### config.mk
export PLATFORM = sky130hd
export DESIGN_NAME = pc_fetch_unit
export DESIGN_NICKNAME = d
export VERILOG_FILES = /design/src/rtl/pc_fetch_unit.sv
export SDC_FILE = /design/constraint.sdc
export NUM_CORES = 1
export LEC_CHECK = 0
export ABC_AREA = 1
export ABC_CLOCK_PERIOD_IN_PS = 4750
export CAP_MARGIN = 15
export CORE_MARGIN = 5
export CORE_UTILIZATION = 45
export DETAILED_ROUTE_END_ITERATION = 16
export GPL_ROUTABILITY_DRIVEN = 0
export PLACE_DENSITY = 0.9
export SYNTH_ARGS = -nofsm -noshare
export SYNTH_HDL_FRONTEND = slang
export SYNTH_SLANG_ARGS = --single-unit
### constraint.sdc
create_clock -name CLK -period 4.75 [get_ports CLK]
set_clock_uncertainty 0.2 [all_clocks]
set_input_delay 0.475 -clock CLK [delete_from_list [all_inputs] [get_ports CLK]]
set_output_delay 0.475 -clock CLK [all_outputs]
set_load 0.01 [all_outputs]
### src/rtl/pc_fetch_unit.sv
// Program counter plus req/ack instruction-fetch sequencer for the multi-cycle CPU.
// Misaligned fetch addresses and memory timeouts lock the unit in S_ERR until reset.
module pc_fetch_unit #(
  parameter logic [31:0] RESET_PC = 32'h0000_0000,
  parameter int unsigned TIMEOUT  = 16
) (
  input  logic        CLK,
  input  logic        Reset,
  input  logic        PCWre,
  input  logic [31:0] NewPC,
  input  logic        FetchStart,
  input  logic        Halt,
  input  logic [31:0] InsMemRdata,
  input  logic        InsMemAck,
  output logic [31:0] PCOut,
  output logic [31:0] PCPlus4,
  output logic [31:0] InsMemAddr,
  output logic        InsMemReq,
  output logic [31:0] IR,
  output logic        IRValid,
  output logic        FetchBusy,
  output logic        FetchErr,
  output logic        PCWreDropped
);

  typedef enum logic [1:0] {
    S_IDLE = 2'd0,
    S_REQ  = 2'd1,
    S_ERR  = 2'd2
  } state_t;

  localparam logic [7:0] CNT_LAST = 8'(TIMEOUT - 1);

  state_t      state, state_nxt;
  logic [7:0]  cnt, cnt_nxt;
  logic [31:0] pc_nxt, addr_nxt, ir_nxt;
  logic        req_nxt, irv_nxt, err_nxt, drop_nxt;
  logic [31:0] fetch_addr;

  assign PCPlus4   = PCOut + 32'd4;
  assign FetchBusy = (state == S_REQ);
  // A fetch issued together with a PC load targets the newly loaded PC.
  assign fetch_addr = PCWre ? NewPC : PCOut;

  always_ff @(posedge CLK or posedge Reset) begin
    if (Reset) begin
      state        <= S_IDLE;
      cnt          <= 8'd0;
      PCOut        <= RESET_PC;
      InsMemAddr   <= 32'd0;
      IR           <= 32'd0;
      InsMemReq    <= 1'b0;
      IRValid      <= 1'b0;
      FetchErr     <= 1'b0;
      PCWreDropped <= 1'b0;
    end else begin
      state        <= state_nxt;
      cnt          <= cnt_nxt;
      PCOut        <= pc_nxt;
      InsMemAddr   <= addr_nxt;
      IR           <= ir_nxt;
      InsMemReq    <= req_nxt;
      IRValid      <= irv_nxt;
      FetchErr     <= err_nxt;
      PCWreDropped <= drop_nxt;
    end
  end

  always_comb begin
    state_nxt = state;
    cnt_nxt   = cnt;
    pc_nxt    = PCOut;
    addr_nxt  = InsMemAddr;
    ir_nxt    = IR;
    req_nxt   = InsMemReq;
    irv_nxt   = 1'b0;
    err_nxt   = FetchErr;
    drop_nxt  = PCWreDropped;

    case (state)
      S_IDLE: begin
        if (!Halt) begin
          if (PCWre) pc_nxt = NewPC;
          if (FetchStart) begin
            if (fetch_addr[1:0] != 2'b00) begin
              state_nxt = S_ERR;
              err_nxt   = 1'b1;
            end else begin
              addr_nxt  = fetch_addr;
              req_nxt   = 1'b1;
              cnt_nxt   = 8'd0;
              state_nxt = S_REQ;
            end
          end
        end
      end
      S_REQ: begin
        if (PCWre) drop_nxt = 1'b1;
        // An ack on the final allowed cycle still completes the fetch.
        if (InsMemAck) begin
          ir_nxt    = InsMemRdata;
          req_nxt   = 1'b0;
          irv_nxt   = 1'b1;
          state_nxt = S_IDLE;
        end else if (cnt == CNT_LAST) begin
          req_nxt   = 1'b0;
          err_nxt   = 1'b1;
          state_nxt = S_ERR;
        end else begin
          cnt_nxt = cnt + 8'd1;
        end
      end
      S_ERR: begin
        req_nxt = 1'b0;
      end
      default: begin
        state_nxt = S_IDLE;
        req_nxt   = 1'b0;
      end
    endcase
  end

endmodule

==> results.sh <==
export IMPL_p_clk_share_pct=41.1
export IMPL_cts_root_buf="clkbuf_16"
export IMPL_cts_made_buffers=9
export IMPL_drv_slew=0
export IMPL_total_power_uw=1900
export IMPL_hold_violations=0
export IMPL_setup_viol=0
export IMPL_clockBufferDepth=2
export IMPL_cts_resized_gates=0
export IMPL_h_tree_depth=3
export IMPL_setup_tns_ns=0
export IMPL_grt_max_degree=86
export IMPL_power_frac_comb_pct=8.4
export IMPL_critPathTopFamily="buffers and inverters"
export IMPL_outcome="finished clean"
export IMPL_ys_ff_latch=110
export IMPL_cts_tree="done"
export IMPL_yosysUniqueCellTypes=21
export IMPL_holdBufCountCts=0
export IMPL_ys_warn_count=0
export IMPL_tightestPinTransition_ns=0.785
export IMPL_antenna_found_initial=0
export IMPL_crit_path_end_kind="output port"
export IMPL_drive_gt1_share_pct=4.37
export IMPL_grt_pass1_vias=5496
export IMPL_gr_total_overflow=0
export IMPL_std_cell_rows=40
export IMPL_syn2layout_area_growth_pct=43.9
export IMPL_grt_pass1_wl_um=27000
export IMPL_ir_worst_vdd_uv=166
export IMPL_portBuffers=202
export IMPL_ys_seq_area_share_pct=49.6
export IMPL_io_pins=203
export IMPL_wl_per_cell_um=15.3
export IMPL_p_int_uw=1460
export IMPL_drt_wl_total_um=17300
export IMPL_syn_inst=766
export IMPL_syn_num_nets=838
export IMPL_antennaDiodeCount=0
export IMPL_utilization_pct=66.2
export IMPL_seqPwrFrac_pct=50.5
export IMPL_drc=0
export IMPL_dpl_hpwl_um=12900
export IMPL_p_sw_share_pct=23.2
export IMPL_die_w_um=121
export IMPL_worstPathArrival_ns=2.53
export IMPL_drt_iter0_markers=636
export IMPL_start_util_pct=46.0
export IMPL_timing_hold_ws_ns=0.217
export IMPL_rsz0062_at_grt="false"
export IMPL_syn_area_mm2=0.00555
export IMPL_slowest_stage="clkdlybuf4s50_1"
export IMPL_slew_headroom_pct=47.6
export IMPL_post_route_min_period_ns=3.21
export IMPL_routed_via_density=5.00
export IMPL_startpoint_type="register"
export IMPL_syn_area_per_cell_um2=7.25
export IMPL_via_count=5649
export IMPL_fin_crit_sh_pct=67.5
export IMPL_finalNetCount=1029
export IMPL_switchingPower_uw=441
export IMPL_die_h_um=121
export IMPL_worst_setup_path_type="reg -> out"
export IMPL_clkSinkCount=110
export IMPL_core_area_mm2=0.0121
export IMPL_crit_path_frequent_cell="inv_1"
export IMPL_maxCapViolations=0
export IMPL_powerDensity_mw_per_mm2=237
export IMPL_max_stage_delay_ns=0.58
export IMPL_detail_route_antenna_nets=0
export IMPL_worst_path_max_fanout=5
export IMPL_path_cells="ha_1 -> inv_1 -> nor2_4 -> inv_1 -> nor2_2 -> nand3_1 -> xor2_1 -> clkdlybuf4s50_1"
export IMPL_p_leak_uw=0.00431
export IMPL_hold_path_class="in -> async"
export IMPL_clk_pin_slew_ns=0.07
export IMPL_dieArea_mm2=0.0147
export IMPL_clock_latency_ns=0.35
export IMPL_postCtsSetupBuffers=0
export IMPL_critPathBufInv=3
export IMPL_max_freq_mhz=312
export IMPL_first_pass_iters=5
export IMPL_grt_use_total_pct=23.3
export IMPL_crit_required_ns=4.07
power groups by stage:
stage	clock network (uW)	logic (uW)	registers, uW
after floorplan	0	49.5	983
after global placement	0	155	975
after detailed placement	0	159	976
after CTS	785	159	957
after global routing	824	175	959
final	779	160	958
cell usage after synthesis:
cell / instances / share of area [%]
nand3_1: 25 / 2.3
nand4_1: 4 / 0.45
nor2_2: 4 / 0.45
nand2_1: 385 / 26
a21o_1: 1 / 0.14
nand2_2: 1 / 0.11
buf_2: 15 / 1.4
ha_1: 2 / 0.45
buf_4: 3 / 0.41
buf_6: 3 / 0.61
clkbuf_1: 6 / 0.41
dfrtp_1: 110 / 50
nor2_1: 56 / 3.8
o21ai_0: 66 / 5.9
inv_2: 9 / 0.61
xor2_1: 16 / 2.5
nor3_1: 1 / 0.090
o21bai_1: 3 / 0.41
nand3_2: 2 / 0.36
nor2_4: 3 / 0.61
inv_1: 51 / 3.4
area by class of cell:
type                    count  area, um^2
multi-input cells         569        2420
fillers                   968        4070
well taps                 168         210
inverters                  60         228
flip-flops and latches    110        2750
repair buffers            207        2070
clock buffers               9         225
clock inverters             7        78.8
per-stage QoR:
stage | setup slack, ns | cells | instance area (um^2)
CTS | 1.58 | 1129 | 7960
global placement | 1.93 | 1113 | 7660
global route | 1.45 | 1130 | 7990
floorplan | 1.17 | 766 | 5550
finish | 1.54 | 1130 | 7990
detailed placement | 1.84 | 1113 | 7660
layer usage:
metal  global-route usage (%)  part of all wire [%]  up-vias
met5                        0                     0        -
met4                     9.92                   3.4        0
li1                         -                     -     2737
met2                     40.2                    49      245
met3                     3.36                   6.4       44
met1                     29.2                    41     2623
cells by family after synthesis:
family | share of synthesized area (%)
AO/OA/AOI/OAI | 6.49
flip-flops | 49.6
AND/OR/NAND/NOR | 34.1
buffers and inverters | 6.83
adder cells (fa/ha/maj) | 0.451
XOR/XNOR | 2.52
worst paths after layout:
check,startpoint,endpoint,slack (ns),cells past startpoint
worst max-delay path,PCOut[3],PCPlus4[16],1.54,8
worst min-delay path,Reset,IR[2],0.22,2
worst max register to register,state[0],InsMemAddr[2],2.11,6
worst min register to register,FetchErr,FetchErr,0.27,2
max in group asynchronous,Reset,PCOut[19],3.14,4
min in group CLK,FetchErr,FetchErr,0.27,2
sequential cells by signal, summed over array words and instances, names as in the netlist:
signal        count
cnt               8
PCOut            32
IRValid           1
FetchErr          1
InsMemReq         1
PCWreDropped      1
InsMemAddr       32
state             2
IR               32
cell usage in the layout (no fill, tap or decap):
cell / netlist / final
nand4_1: 4 / 4
nand3_2: 2 / 2
nand2_1: 385 / 385
clkinv_2: 0 / 1
ha_1: 2 / 2
buf_2: 15 / 1
bufinv_16: 0 / 1
dfrtp_1: 110 / 110
clkinv_1: 0 / 1
o21bai_1: 3 / 3
clkinv_4: 0 / 1
nor2_4: 3 / 3
xor2_1: 16 / 16
inv_4: 0 / 1
buf_16: 0 / 1
nor3_1: 1 / 1
nor2_1: 56 / 56
clkbuf_16: 0 / 9
clkdlybuf4s50_1: 0 / 201
nand3_1: 25 / 25
nor2_2: 4 / 4
a21o_1: 1 / 1
o21ai_0: 66 / 66
buf_4: 3 / 4
inv_2: 9 / 9
nand2_2: 1 / 1
inv_1: 51 / 49
inv_6: 0 / 4
Note: power is estimated with default switching activity, not from simulation.
